$ cat config.mk
export PLATFORM = sky130hd
export DESIGN_NAME = actuator_sequencer
export DESIGN_NICKNAME = d
export VERILOG_FILES = /design/src/rtl/actuator_sequencer_pkg.sv /design/src/rtl/actuator_channel.sv /design/src/rtl/actuator_sequencer.sv
export SDC_FILE = /design/constraint.sdc
export NUM_CORES = 1
export LEC_CHECK = 0
export ABC_CLOCK_PERIOD_IN_PS = 2740
export BUFFER_PORTS_ARGS = -buffer_cell sky130_fd_sc_hd__buf_2
export CORE_MARGIN = 4
export CORE_UTILIZATION = 56
export DETAILED_ROUTE_END_ITERATION = 16
export PLACE_DENSITY = 0.78
export SYNTH_ARGS = -nofsm -noshare
export SYNTH_HDL_FRONTEND = slang
export SYNTH_HIERARCHICAL = 1
export SYNTH_SLANG_ARGS = --single-unit
$ cat constraint.sdc
create_clock -name clk -period 2.74 [get_ports clk]
set_clock_uncertainty 0.2 [all_clocks]
set_input_delay 0.548 -clock clk [delete_from_list [all_inputs] [get_ports clk]]
set_output_delay 0.548 -clock clk [all_outputs]
set_load 0.01 [all_outputs]
$ cat src/rtl/actuator_sequencer_pkg.sv
// Shared definitions for the actuator command bus receiver.
//   - Actuator index constants (bit i of cmd/drive = actuator A(i+1)).
//   - Default channel count and default enable mask (A2 / inline fan unused).
//   - Default counter width and the dwell reload helper.
package actuator_sequencer_pkg;

  localparam int N_ACT_DEF = 6;
  localparam int CNT_W_DEF = 16;
  localparam logic [N_ACT_DEF-1:0] ACT_MASK_DEF = 6'b111101;

  localparam int ACT_EXHAUST = 0;
  localparam int ACT_INLINE  = 1;
  localparam int ACT_HUMID   = 2;
  localparam int ACT_DEHUMID = 3;
  localparam int ACT_COOL    = 4;
  localparam int ACT_LED     = 5;

  // A counter loaded with (cycles-1) on the edge that starts a dwell holds
  // the new state for exactly 'cycles' cycles before the next change.
  function automatic int unsigned dwell_reload(input int unsigned cycles);
    return (cycles == 0) ? 0 : cycles - 1;
  endfunction

endpackage

$ cat src/rtl/actuator_channel.sv
// One actuator channel: drive register plus its dwell counter.
// Ports:
//   clk, reset  clock and synchronous active-high reset
//   req         masked command bit (1 = actuator requested on)
//   grant       turn-on grant from the top-level priority encoder
//   force_off   emergency stop, drops drive on the next edge
//   drive       registered drive output
//   eligible    channel wants to turn on and its OFF dwell has expired
// The (drive, dcnt) pair forms four implicit states: OFF_LOCK (0, !=0),
// OFF_FREE (0, 0), ON_LOCK (1, !=0) and ON_FREE (1, 0).
module actuator_channel
  import actuator_sequencer_pkg::*;
#(
  parameter int          CNT_W   = CNT_W_DEF,
  parameter int unsigned MIN_ON  = 1000,
  parameter int unsigned MIN_OFF = 1000,
  parameter bit          ENABLE  = 1'b1
) (
  input  logic clk,
  input  logic reset,
  input  logic req,
  input  logic grant,
  input  logic force_off,
  output logic drive,
  output logic eligible
);

  localparam logic [CNT_W-1:0] ON_LOAD  = CNT_W'(dwell_reload(MIN_ON));
  localparam logic [CNT_W-1:0] OFF_LOAD = CNT_W'(dwell_reload(MIN_OFF));

  logic             drive_q, drive_d;
  logic [CNT_W-1:0] dcnt_q, dcnt_d;
  logic             free;

  assign free = (dcnt_q == '0);

  always_comb begin
    drive_d = drive_q;
    dcnt_d  = free ? dcnt_q : dcnt_q - CNT_W'(1);
    if (force_off) begin
      // Off channels keep counting down their existing OFF dwell.
      if (drive_q) begin
        drive_d = 1'b0;
        dcnt_d  = OFF_LOAD;
      end
    end else if (drive_q && !req && free) begin
      drive_d = 1'b0;
      dcnt_d  = OFF_LOAD;
    end else if (grant) begin
      drive_d = 1'b1;
      dcnt_d  = ON_LOAD;
    end
  end

  always_ff @(posedge clk) begin
    if (reset) begin
      drive_q <= 1'b0;
      dcnt_q  <= '0;
    end else begin
      drive_q <= drive_d;
      dcnt_q  <= dcnt_d;
    end
  end

  // A disabled channel can never be granted, so its drive stays 0.
  assign eligible = ENABLE && !drive_q && req && free;
  assign drive    = ENABLE && drive_q;

endmodule

$ cat src/rtl/actuator_sequencer.sv
// Actuator sequencer: turns raw controller command bits into safe relay
// drive signals. Enforces per-channel minimum ON/OFF dwell, spaces turn-ons
// by at least STAGGER cycles to limit inrush, and provides a global force-off.
// Ports:
//   clk        system clock
//   reset      synchronous, active-high reset
//   cmd        requested actuator state (1 = on), bit i = A(i+1)
//   force_off  emergency stop: all drives drop on the next edge
//   drive      registered actuator drive (1 = energise)
//   pending    (cmd & ACT_MASK) ^ drive: requests not yet honoured
//   busy       |pending
module actuator_sequencer
  import actuator_sequencer_pkg::*;
#(
  parameter int               N_ACT    = N_ACT_DEF,
  parameter logic [N_ACT-1:0] ACT_MASK = N_ACT'(ACT_MASK_DEF),
  parameter int unsigned      MIN_ON   = 1000,
  parameter int unsigned      MIN_OFF  = 1000,
  parameter int unsigned      STAGGER  = 50,
  parameter int               CNT_W    = CNT_W_DEF
) (
  input  logic             clk,
  input  logic             reset,
  input  logic [N_ACT-1:0] cmd,
  input  logic             force_off,
  output logic [N_ACT-1:0] drive,
  output logic [N_ACT-1:0] pending,
  output logic             busy
);

  localparam logic [CNT_W-1:0] STAG_LOAD = CNT_W'(dwell_reload(STAGGER));

  logic [N_ACT-1:0] req;
  logic [N_ACT-1:0] elig;
  logic [N_ACT-1:0] grant;
  logic [N_ACT-1:0] drive_int;
  logic             grant_found;
  logic [CNT_W-1:0] stag_q, stag_d;

  assign req = cmd & ACT_MASK;

  for (genvar gi = 0; gi < N_ACT; gi++) begin : g_ch
    actuator_channel #(
      .CNT_W  (CNT_W),
      .MIN_ON (MIN_ON),
      .MIN_OFF(MIN_OFF),
      .ENABLE (ACT_MASK[gi])
    ) u_ch (
      .clk      (clk),
      .reset    (reset),
      .req      (req[gi]),
      .grant    (grant[gi]),
      .force_off(force_off),
      .drive    (drive_int[gi]),
      .eligible (elig[gi])
    );
  end

  // Lowest eligible index wins; at most one grant per edge, none while the
  // stagger window is open or force_off is held.
  always_comb begin
    grant       = '0;
    grant_found = 1'b0;
    if ((stag_q == '0) && !force_off) begin
      for (int i = 0; i < N_ACT; i++) begin
        if (elig[i] && !grant_found) begin
          grant[i]    = 1'b1;
          grant_found = 1'b1;
        end
      end
    end
  end

  always_comb begin
    stag_d = stag_q;
    if (force_off) begin
      stag_d = '0;
    end else if (grant_found) begin
      stag_d = STAG_LOAD;
    end else if (stag_q != '0) begin
      stag_d = stag_q - CNT_W'(1);
    end
  end

  always_ff @(posedge clk) begin
    if (reset) begin
      stag_q <= '0;
    end else begin
      stag_q <= stag_d;
    end
  end

  assign drive   = drive_int;
  assign pending = req ^ drive_int;
  assign busy    = |pending;

endmodule

Word-level counts from Yosys, hierarchy flattened
Cells that the tools add are included.
Cells by class
  add/subtract/negate cells: 6
  bitwise operators: 1
  reductions and logical operators: 56
  muxes and demuxes: 42
Operators with widths (count)
  16-bit two-way mux: 25
  16-bit logical NOT: 6
  16-bit by 1-bit subtractor with 16-bit output, second input constant: 6
  1-bit logical AND: 25
  6-bit two-way mux: 3
  3-bit OR reduction: 6
  16-bit nonzero test: 1
  1-bit logical NOT: 15
  1-bit two-way mux: 14
  6-bit OR reduction: 1
  6-bit bitwise XOR: 1
  2-bit nonzero test: 1
  2-bit OR reduction: 1
Storage, ports and cells
  bits of input ports: 9
  output and inout bits: 13
  bits in registers: 101

Logic depth before layout (Yosys ltp)
Gate-level depths: netlist (run 1).
  depth in word-level cells: 24
  gate-level depth with buffers: 12

Cells and area by module
Netlist (run 1), hierarchy kept.
By module, submodules not included
  actuator_channel at g_ch[0].u_ch ...: times used 5, area each 902.1 µm², seq. area each 340.3 µm², cells each 103
  actuator_sequencer: times used 1, area each 969.7 µm², seq. area each 320.3 µm², cells each 116
  actuator_channel at g_ch[1].u_ch: times used 1, area each 18.8 µm², seq. area each 0.0 µm², cells each 3

Worst setup path before layout (run 1)
No wires, ideal clock.
  path kind: reg-to-reg
  start point: reg stag_q[0]
  end point: reg g_ch[0].u_ch.dcnt_q[10]
  path slack: -0.173 ns
  data arrival time: 2.571 ns
  period minus slack after synthesis: 2.913 ns
  cell stages (with the launch flop): 12
  cells stage by stage: dfxtp_1 -> inv_1 -> ha_1 -> or3b_2 -> or2_2 -> clkbuf_1 -> or2_2 -> clkbuf_1 -> nor3b_1 -> mux2i_1 -> o211ai_1 -> a21oi_1
On the way
  word-level cells in the longest chain between the ends: 6
Ends and longest elaborated chain
  from (decl): RTL line actuator_sequencer.sv:38  | logic [CNT_W-1:0] stag_q, stag_d;
  from (signal assigned): RTL line actuator_sequencer.sv:89  | stag_q <= stag_d;
  16-bit logical NOT: RTL line actuator_sequencer.sv:64  | if ((stag_q == '0) && !force_off) begin
  1-bit logical AND: RTL line actuator_sequencer.sv:64
  6-bit two-way mux: RTL line actuator_sequencer.sv:64
  via grant[0]: RTL line actuator_sequencer.sv:35  | logic [N_ACT-1:0] grant;
  16-bit two-way mux: RTL line actuator_channel.sv:49  | end else if (grant) begin
  16-bit two-way mux: RTL line actuator_channel.sv:46  | end else if (drive_q && !req && free) begin
  16-bit two-way mux: RTL line actuator_channel.sv:40  | if (force_off) begin
  to (signal assigned): RTL line actuator_channel.sv:61  | dcnt_q <= dcnt_d;
  to (decl): RTL line actuator_channel.sv:32  | logic [CNT_W-1:0] dcnt_q, dcnt_d;
The timed path passes the listed nets, and every way through them passes these cells.
A chain may end at the register's enable or synchronous reset.

Worst setup path after layout (run 1)
  start point: reg stag_q[8]
  end point: reg g_ch[5].u_ch.dcnt_q[12]
On the way
  word-level cells in the longest chain between the ends: 6
Ends and longest elaborated chain (RTL line)
  16-bit logical NOT: actuator_sequencer.sv:64
  1-bit logical AND: actuator_sequencer.sv:64
  6-bit two-way mux: actuator_sequencer.sv:64
  via grant[5]: actuator_sequencer.sv:35
  16-bit two-way mux: actuator_channel.sv:49
  16-bit two-way mux: actuator_channel.sv:46
  16-bit two-way mux: actuator_channel.sv:40
  to (signal assigned): actuator_channel.sv:61
  to (decl): actuator_channel.sv:32
The timed path passes the listed nets, and every way through them passes these cells.

==> impl_metrics.env, run 1 <==
export IMPL_fin_tns_setup_ns=-3.536
export IMPL_place_area_um2=6081
export IMPL_drive_gt1_share_pct=27.11
export IMPL_period_share_pct=105.1
export IMPL_max_freq_mhz=347.2
export IMPL_finish_instance_area_um2=6530
export IMPL_drtPass1Iterations=5
export IMPL_clk_pin_slew_ns=0.10
export IMPL_cp_start_kind="flip-flop"
export IMPL_whs_ns=0.2777
export IMPL_grt_pass1_vias=4964
export IMPL_dp_hpwl_mm=9.102
export IMPL_cts_sinks=101
export IMPL_endpoint_kind="flip-flop"
export IMPL_dp_slack_ns=-0.1524
export IMPL_violations="negative setup slack"
export IMPL_grt_max_degree=40
export IMPL_track_usage_pct=23.18
export IMPL_finalSetupViolCount=52
export IMPL_crit_path_max_fanout=8
export IMPL_reg2reg_to="g_ch[5].u_ch/dcnt_q[12]"
export IMPL_crit_type="reg -> reg"
export IMPL_diodes=0
export IMPL_boundaryPins=22
export IMPL_cts_root_buf="clkbuf_8"
export IMPL_dieArea_um2=11450
export IMPL_overflow=0
export IMPL_setup_slack_ns=-0.1404
export IMPL_antenna_found_initial=1
export IMPL_cts_hold_buf=0
export IMPL_core_area_um2=9371
export IMPL_initial_core_util_pct=58.56
export IMPL_antenna_left=0
export IMPL_die_h_um=107.0
export IMPL_rr_worst_depth=9
export IMPL_rr_startpoint="stag_q[8]"
export IMPL_syn_inst=631
export IMPL_period_needed_ns=2.880
export IMPL_wl_per_cell_um=15.60
export IMPL_tightest_slew_ns=0.7843
export IMPL_drtIter0Drc=301
export IMPL_arrival_ns=2.94
export IMPL_cts_tree="done"
export IMPL_via_count=5285
export IMPL_drc=0
export IMPL_finalHoldViolCount=0
export IMPL_clock_latency_ns=0.38
export IMPL_hold_class="reg -> reg"
export IMPL_clock_path_buffers=2
export IMPL_slew_headroom_pct=47.71
export IMPL_cap_violations=0
export IMPL_grt_pass1_wl_mm=22.05
export IMPL_synth_area_per_cell_um2=8.697
export IMPL_grt_setup_unrepaired="yes"
export IMPL_vias_per_cell=6.284
export IMPL_crit_start="stag_q[8]"
export IMPL_placementRows=35
export IMPL_synth_warnings=6
export IMPL_crit_required_ns=2.80
export IMPL_reg2reg_slack_ns=-0.14
export IMPL_numCtsBuffers=9
export IMPL_fin_nets=727
export IMPL_htreeDepth=3
export IMPL_report_final_slew_viol_count=0
export IMPL_syn_to_final_growth_pct=18.99
export IMPL_status="complete, but fails checks"
export IMPL_routabilityCongestion=0.8760
export IMPL_postRouteWirelength_mm=13.12
export IMPL_port_buffers=18
export IMPL_syn_cell_area_um2=5488
export IMPL_die_w_um=107.0
export IMPL_critPathCapture="g_ch[5].u_ch/dcnt_q[12]"
## through the flow
stage,std cells,utilization (%)
6_report,841,69.68
5_1_grt,841,69.68
4_1_cts,837,68.21
3_5_place_dp,818,64.89
3_3_place_gp,818,64.89
2_1_floorplan,632,-
## flip-flops by register name (all words and copies together) (netlist names)
register          flops
g_ch.u_ch/drive       5
stag_q               16
g_ch.u_ch/dcnt_q     80
## final cells by class
class | instances | area, um^2
multi-input cells | 491 | 3503
fillers | 750 | 2841
flip-flops and latches | 101 | 2028
repair buffers | 81 | 566.8
well taps | 129 | 161.4
clock buffers | 10 | 137.6
inverters | 23 | 86.33
clock inverters | 6 | 46.29
## layer usage
layer,track usage [%],routed length (um)
met5,0,7
met1,28.21,5759
met2,40.20,6450
met4,9.132,330
met3,4.576,571
## cells in the final DEF (no fill, tap or decap), types with 6 or more instances in the layout
cell type	count
o41ai_1	10
xor2_1	10
nor2_1	51
nor4_1	7
o31ai_1	17
o21ai_0	40
buf_2	18
dfxtp_1	96
nand3b_1	16
or4_1	32
xnor2_1	8
nand2_1	18
a31oi_1	33
a21oi_2	27
nand2b_1	11
nor3b_1	8
clkbuf_8	10
nand4_1	10
nor3_1	11
a21oi_1	29
buf_4	62
ha_1	10
inv_1	21
nand3_1	27
or3_1	26
o211ai_1	6
or2_2	6
## critical path: stages (launching register included)
cell      delay [ns]
dfxtp_1         0.33
or3_4           0.39
or4_4           0.50
or4_4           0.47
nor3_4          0.15
and3_4          0.21
mux2i_2         0.08
o211ai_1        0.13
buf_4           0.24
a21oi_2         0.05
## timing repair
action,4_1_cts,5_1_grt
resized for setup,30,29
setup buffers,3,6
endpoints found under the setup margin,79,97
pin swaps,9,12
## worst min path at each step
stage / start / to / slack [ns] / cells after the start
finish: g_ch[4].u_ch/dcnt_q[15] / g_ch[4].u_ch/dcnt_q[15] / 0.28 / 2
floorplan: g_ch[0].u_ch/dcnt_q[15] / g_ch[0].u_ch/dcnt_q[15] / 0.25 / 2
detailed placement: g_ch[4].u_ch/dcnt_q[15] / g_ch[4].u_ch/dcnt_q[15] / 0.27 / 2
CTS: g_ch[4].u_ch/dcnt_q[15] / g_ch[4].u_ch/dcnt_q[15] / 0.28 / 2
global route: g_ch[4].u_ch/dcnt_q[15] / g_ch[4].u_ch/dcnt_q[15] / 0.30 / 2
global placement: g_ch[4].u_ch/dcnt_q[15] / g_ch[4].u_ch/dcnt_q[15] / 0.26 / 2
Power of run 1 is left out: the tool's default activity adds up to more than one toggle a clock period on the data nets, which glitch-free logic cannot reach.
==> inputs of run 2 (changes only) <==
--- a/config.mk
+++ b/config.mk
@@ -5,9 +5,7 @@
 export SDC_FILE = /design/constraint.sdc
 export NUM_CORES = 1
 export LEC_CHECK = 0
-export ABC_CLOCK_PERIOD_IN_PS = 2740
 export BUFFER_PORTS_ARGS = -buffer_cell sky130_fd_sc_hd__buf_2
-export CORE_MARGIN = 4
 export CORE_UTILIZATION = 56
 export DETAILED_ROUTE_END_ITERATION = 16
 export PLACE_DENSITY = 0.78
==> run 2 against run 1 <==
  * The flow still finishes with violations (negative setup slack)
  * Maximum frequency decreased by 0.66%
  * Die area fell by 11%
  * Global-route usage up 2.6 points
  * Hold slack gained 0.014 ns
  * Cell area up 3.3%
  * Register-to-register slack worse by 0.02 ns
  * Critical path depth increased by 2
==> impl_metrics.env, run 2 (synthesized netlist as in run 1, its figures left out) <==
export IMPL_port_buffers=18
export IMPL_holdPathStages=2
export IMPL_status="complete, but fails checks"
export IMPL_grt_pass1_vias=4823
export IMPL_hp_start="g_ch[5].u_ch/dcnt_q[15]"
export IMPL_min_to="g_ch[5].u_ch/dcnt_q[15]"
export IMPL_crit_path_max_fanout=8
export IMPL_endpoint_kind="flip-flop"
export IMPL_via_count=5256
export IMPL_cp_cell_sequence="inv_2 > ha_4 > or3b_4 > or2_4 > or4_4 > nor3_4 > and3b_2 > mux2i_4 > buf_4 > o21a_4 > a31oi_1"
export IMPL_dp_hpwl_mm=9.012
export IMPL_htreeDepth=3
export IMPL_violations="negative setup slack"
export IMPL_max_freq_mhz=344.9
export IMPL_rr_worst_depth=11
export IMPL_fin_util_pct=72.00
export IMPL_routabilityCongestion=0.8344
export IMPL_place_area_um2=6081
export IMPL_cts_hold_buf=0
export IMPL_numCtsBuffers=9
export IMPL_top_register="g_ch.u_ch/dcnt_q"
export IMPL_fin_nets=731
export IMPL_vias_per_cell=6.220
export IMPL_grt_setup_unrepaired="yes"
export IMPL_cts_root_buf="clkbuf_8"
export IMPL_wl_per_cell_um=15.62
export IMPL_core_area_um2=9371
export IMPL_arrival_ns=2.99
export IMPL_critPathMaxStageDelay_ns=0.54
export IMPL_dieArea_um2=10200
export IMPL_crit_path_top_delay_cell="or4_4"
export IMPL_initial_core_util_pct=58.56
export IMPL_crit_type="reg -> reg"
export IMPL_crit_required_ns=2.83
export IMPL_cts_sinks=101
export IMPL_finalSetupViolCount=50
export IMPL_overflow=0
export IMPL_fin_cells=845
export IMPL_reg2reg_slack_ns=-0.16
export IMPL_drive_gt1_share_pct=30.45
export IMPL_drtPass1Iterations=5
export IMPL_reg2reg_to="g_ch[4].u_ch/dcnt_q[6]"
export IMPL_dp_cells=818
export IMPL_hold_class="reg -> reg"
export IMPL_setup_slack_ns=-0.1595
export IMPL_antenna_left=0
export IMPL_cp_start_kind="flip-flop"
export IMPL_diodes=0
export IMPL_die_w_um=101.0
export IMPL_die_h_um=101.0
export IMPL_clock_path_buffers=2
export IMPL_largest_reg_flops=80
export IMPL_placementRows=35
export IMPL_report_final_slew_viol_count=0
export IMPL_grt_pass1_wl_mm=21.41
export IMPL_clk_pin_slew_ns=0.10
export IMPL_cts_tree="done"
export IMPL_grt_max_degree=32
export IMPL_final_cell_mix="dfxtp_1, buf_4, nor2_1"
export IMPL_drc=0
export IMPL_tightest_slew_ns=0.7378
export IMPL_postRouteWirelength_mm=13.20
export IMPL_rr_startpoint="stag_q[1]"
export IMPL_drtIter0Drc=295
export IMPL_slew_headroom_pct=50.82
export IMPL_finalHoldViolCount=0
export IMPL_clock_latency_ns=0.37
export IMPL_syn_to_final_growth_pct=22.96
export IMPL_boundaryPins=22
export IMPL_final_common_cell="dfxtp_1"
export IMPL_period_share_pct=105.8
export IMPL_track_usage_pct=25.81
export IMPL_cap_violations=0
export IMPL_finish_instance_area_um2=6748
export IMPL_period_needed_ns=2.899
export IMPL_antenna_found_initial=0
==> run 2: changes by cell type in the layout (fill, tap and decap cells not counted), moves of 3 or more <==
cell / previous run / this run
nor3b_1: 8 / 3
dfxtp_1: 96 / 93
a21oi_1: 29 / 20
a21oi_2: 27 / 36
buf_4: 62 / 65
dfxtp_2: 5 / 8
nor3b_2: 4 / 7
==> run 2: through the flow <==
step	hold slack [ns]	setup TNS (ns)	setup WS, ns
finish	0.2914	-4.831	-0.1595
detailed placement	0.2713	-8.079	-0.1773
global route	0.3061	-10.05	-0.2524
floorplan	0.2466	-1.545	-0.07599
CTS	0.2913	-1.424	-0.09338
global placement	0.2556	-5.105	-0.1417
==> run 2: layer usage <==
metal	routed length, um	vias to the layer above	GRT usage (%)
li1	-	2575	-
met1	5831	2578	30.47
met2	6767	83	47.58
met3	370	20	4.230
met4	227	0	8.027
met5	0	-	0
==> run 2: worst max path at each step <==
| stage | start | to | cells past startpoint |
|---|---|---|---|
| after floorplan | stag_q[10] | g_ch[4].u_ch/dcnt_q[10] | 9 |
| after global placement | stag_q[0] | g_ch[4].u_ch/dcnt_q[15] | 11 |
| after detailed placement | stag_q[1] | g_ch[4].u_ch/dcnt_q[6] | 10 |
| after CTS | stag_q[0] | g_ch[4].u_ch/dcnt_q[13] | 11 |
| after global routing | stag_q[0] | g_ch[4].u_ch/dcnt_q[3] | 11 |
| final | stag_q[1] | g_ch[4].u_ch/dcnt_q[6] | 11 |
==> run 2: area by class of cell <==
class,count,area (um^2)
Sequential cell,101,2032
Inverter,23,86.33
Multi-Input combinational cell,492,3645
Tap cell,129,161.4
Timing Repair Buffer,84,589.3
Clock inverter,5,82.58
Fill cell,747,2624
Clock buffer,11,151.4
==> run 2: repair_timing <==
item	in CTS	in global routing
gates resized for setup	28	59
cloned	0	1
pin swaps	7	14
setup buffers	3	9
setup endpoints to repair	91	96
==> run 2: critical path: cells and delay by family (launching register included) <==
family	cells	cell delay [ns]
AND/OR/NAND/NOR	5	1.58
flip-flops	1	0.34
AO/OA/AOI/OAI	2	0.29
buffers and inverters	2	0.21
adder cells (fa/ha/maj)	1	0.13
multiplexers	1	0.08
Power of run 2 is left out for the same reason.
==> inputs of run 3 (changes only) <==
--- a/config.mk
+++ b/config.mk
@@ -8,8 +8,8 @@
 export BUFFER_PORTS_ARGS = -buffer_cell sky130_fd_sc_hd__buf_2
 export CORE_UTILIZATION = 56
 export DETAILED_ROUTE_END_ITERATION = 16
+export HOLD_SLACK_MARGIN = 0.08
 export PLACE_DENSITY = 0.78
 export SYNTH_ARGS = -nofsm -noshare
 export SYNTH_HDL_FRONTEND = slang
-export SYNTH_HIERARCHICAL = 1
 export SYNTH_SLANG_ARGS = --single-unit
==> run 3 against run 2 <==
  * The run now ends clean
  * Sequential share of layout area grew 2.9 points
  * Register-to-register slack gained 0.20 ns
  * Maximum frequency up 7.5%
  * Non-clock buffer count decreased by 26
  * Utilization shrank 6.7 points
  * Critical endpoint is now g_ch[2].u_ch.dcnt_q[9]
==> impl_metrics.env, run 3 <==
export IMPL_status="finished, final reports clean"
export IMPL_finalHoldViolCount=0
export IMPL_diodes=0
export IMPL_grt_max_degree=44
export IMPL_reg2reg_slack_ns=0.04
export IMPL_yosysMostFrequentCell="dfxtp_1"
export IMPL_drtPass1Iterations=5
export IMPL_crit_required_ns=2.83
export IMPL_syn_cell_area_um2=5494
export IMPL_cap_violations=0
export IMPL_p_int_mw=4.542
export IMPL_tightest_slew_ns=0.6589
export IMPL_fin_nets=720
export IMPL_finalSetupViolCount=0
export IMPL_dp_slack_ns=-0.003096
export IMPL_yosys_area_share_simple_pct=26.14
export IMPL_period_needed_ns=2.697
export IMPL_syn_to_final_growth_pct=11.39
export IMPL_min_to="stag_q[11]"
export IMPL_finish_instance_area_um2=6120
export IMPL_crit_path_max_fanout=8
export IMPL_grt_setup_unrepaired="no"
export IMPL_synth_largest_area_cell="dfxtp_1"
export IMPL_routabilityCongestion=0.8696
export IMPL_drc=0
export IMPL_reg2reg_to="g_ch[2].u_ch.dcnt_q[9]"
export IMPL_synth_compound_area_share_pct=16.81
export IMPL_synth_fa_ha_area_share_pct=5.010
export IMPL_critPathMaxStageDelay_ns=0.57
export IMPL_clk_pin_slew_ns=0.10
export IMPL_via_count=4979
export IMPL_final_common_cell="dfxtp_1"
export IMPL_holdPathStages=2
export IMPL_core_area_um2=9371
export IMPL_hold_class="reg -> reg"
export IMPL_synth_top_family_by_area="simple AND/OR/NAND/NOR gates"
export IMPL_synth_xor_area_share_pct=10.04
export IMPL_dp_hpwl_mm=9.070
export IMPL_synth_top_flop_cell="dfxtp_1"
export IMPL_synth_edf_count=0
export IMPL_place_area_um2=5922
export IMPL_rr_startpoint="stag_q[3]"
export IMPL_postRouteWirelength_mm=12.30
export IMPL_drtIter0Drc=220
export IMPL_fin_util_pct=65.30
export IMPL_synth_area_per_cell_um2=8.584
export IMPL_cp_start_kind="flip-flop"
export IMPL_ys_ff_latch=101
export IMPL_max_freq_mhz=370.8
export IMPL_hp_start="stag_q[11]"
export IMPL_p_sw_share_pct=44.17
export IMPL_synthMuxAreaShare_pct=0.6149
export IMPL_syn_inst=640
export IMPL_p_seq_share_pct=31.2
export IMPL_crit_path_top_delay_cell="or4b_4"
export IMPL_final_cell_mix="dfxtp_1, a21oi_1, nor2_1"
export IMPL_die_h_um=101.1
export IMPL_yosysUniqueCellTypes=63
export IMPL_wl_per_cell_um=14.96
export IMPL_placementRows=35
export IMPL_synthTopCellsByArea="dfxtp_1, xor2_1, a21oi_1, ha_1, xnor2_1"
export IMPL_cts_tree="done"
export IMPL_synth_warnings=0
export IMPL_track_usage_pct=25.71
export IMPL_endpoint_kind="flip-flop"
export IMPL_synthArstFlopShare_pct=0
export IMPL_synth_top_area_share_pct=36.80
export IMPL_numCtsBuffers=9
export IMPL_clock_path_buffers=2
export IMPL_rr_worst_depth=5
export IMPL_p_leak_nw=2.411
export IMPL_clock_power_share_pct=10.3
export IMPL_overflow=0
export IMPL_grt_pass1_wl_mm=21.20
export IMPL_port_buffers=18
export IMPL_arrival_ns=2.79
export IMPL_clock_latency_ns=0.37
export IMPL_synth_yosys_seq_area_share_pct=36.80
export IMPL_power_share_combinational_pct=58.5
export IMPL_slew_headroom_pct=55.78
export IMPL_drive_gt1_share_pct=13.56
export IMPL_grt_pass1_vias=4720
export IMPL_synth_top_cells_by_count="dfxtp_1, a21oi_1, nor2_1, inv_1, xor2_1"
export IMPL_fin_tns_setup_ns=0
export IMPL_initial_core_util_pct=58.62
export IMPL_antenna_found_initial=0
export IMPL_whs_ns=0.3006
export IMPL_antenna_left=0
export IMPL_boundaryPins=22
export IMPL_die_w_um=101.1
export IMPL_cts_sinks=101
export IMPL_period_share_pct=98.41
export IMPL_switching_power_mw=3.594
export IMPL_setup_slack_ns=0.04346
export IMPL_power_density_nw_per_um2=1329
export IMPL_dieArea_um2=10210
export IMPL_largest_reg_flops=80
export IMPL_crit_type="reg -> reg"
export IMPL_top_register="g_ch.u_ch.dcnt_q"
export IMPL_htreeDepth=3
export IMPL_cp_cell_sequence="or4_4 > or4b_4 > or3_4 > o31a_4 > o22ai_1"
export IMPL_report_final_slew_viol_count=0
export IMPL_vias_per_cell=6.057
export IMPL_ir_drop_mv=0.6644
export IMPL_cts_root_buf="clkbuf_8"
==> run 3: worst max path at each step <==
| stage | start | endpoint | slack [ns] | cells past startpoint |
|---|---|---|---|---|
| 6_report | stag_q[3] | g_ch[2].u_ch.dcnt_q[9] | 0.04 | 5 |
| 5_1_grt | g_ch[4].u_ch.dcnt_q[0] | g_ch[4].u_ch.dcnt_q[11] | 0.003 | 7 |
| 4_1_cts | stag_q[3] | stag_q[0] | 0.03 | 5 |
| 3_5_place_dp | stag_q[3] | g_ch[2].u_ch.dcnt_q[4] | -0.003 | 5 |
| 3_3_place_gp | stag_q[3] | g_ch[2].u_ch.dcnt_q[11] | 0.07 | 5 |
| 2_1_floorplan | stag_q[2] | g_ch[2].u_ch.dcnt_q[2] | 0.04 | 6 |
==> run 3: worst max-delay path, delay by kind of cell, from the launching register on <==
kind	cells	cell delay, ns
AO/OA/AOI/OAI	2	0.57
flip-flops	1	0.36
AND/OR/NAND/NOR	3	1.49
==> run 3: cell families (layout without fill, tap and decap cells) <==
group,count (synthesis),in the layout
and+or+nand+nor,250,250
muxes,3,3
DFF,101,101
other,1,2
adders and majority gates,22,22
xor gates and xnor gates,63,63
AOI/OAI and AO/OA,143,143
buffers and inverters,57,109
==> run 3: layout make-up <==
cell class                      instances  area, um^2
Clock buffer                           11       141.4
Clock inverter                          4       25.02
Fill cell                             835        3252
Inverter                               36       135.1
Multi-Input combinational cell        483        3241
Sequential cell                       101        2022
Tap cell                              129       161.4
Timing Repair Buffer                   58       394.1
==> run 3: power groups by stage <==
stage	sequential, mW	clock [mW]	combinational, mW
after floorplan	2.43	0	3.50
after global placement	2.52	0	4.50
after detailed placement	2.55	0	4.66
after CTS	2.53	0.864	4.70
after global routing	2.63	0.919	5.32
final	2.54	0.835	4.76
==> run 3: per-layer routing <==
metal | global-route usage, % | share of wire [%]
met2 | 42.75 | 48
met5 | 0 | 0
met3 | 5.409 | 4.6
met4 | 7.135 | 1.2
met1 | 33.64 | 47
==> run 3: repair_timing <==
item | 4_1_cts | 5_1_grt
setup endpoints to repair | 8 | 15
buffers inserted | 0 | 2
endpoints found under the hold margin | 0 | 0
resized for setup | 0 | 3
hold buffers | 0 | 0
pin swaps | 1 | 4
==> run 3: stage by stage <==
stage | total power, mW | std cells
global route | 8.860 | 822
floorplan | 5.923 | 641
detailed placement | 7.210 | 805
global placement | 7.019 | 805
CTS | 8.088 | 820
finish | 8.136 | 822
Note: power is estimated with default switching activity, not from simulation.
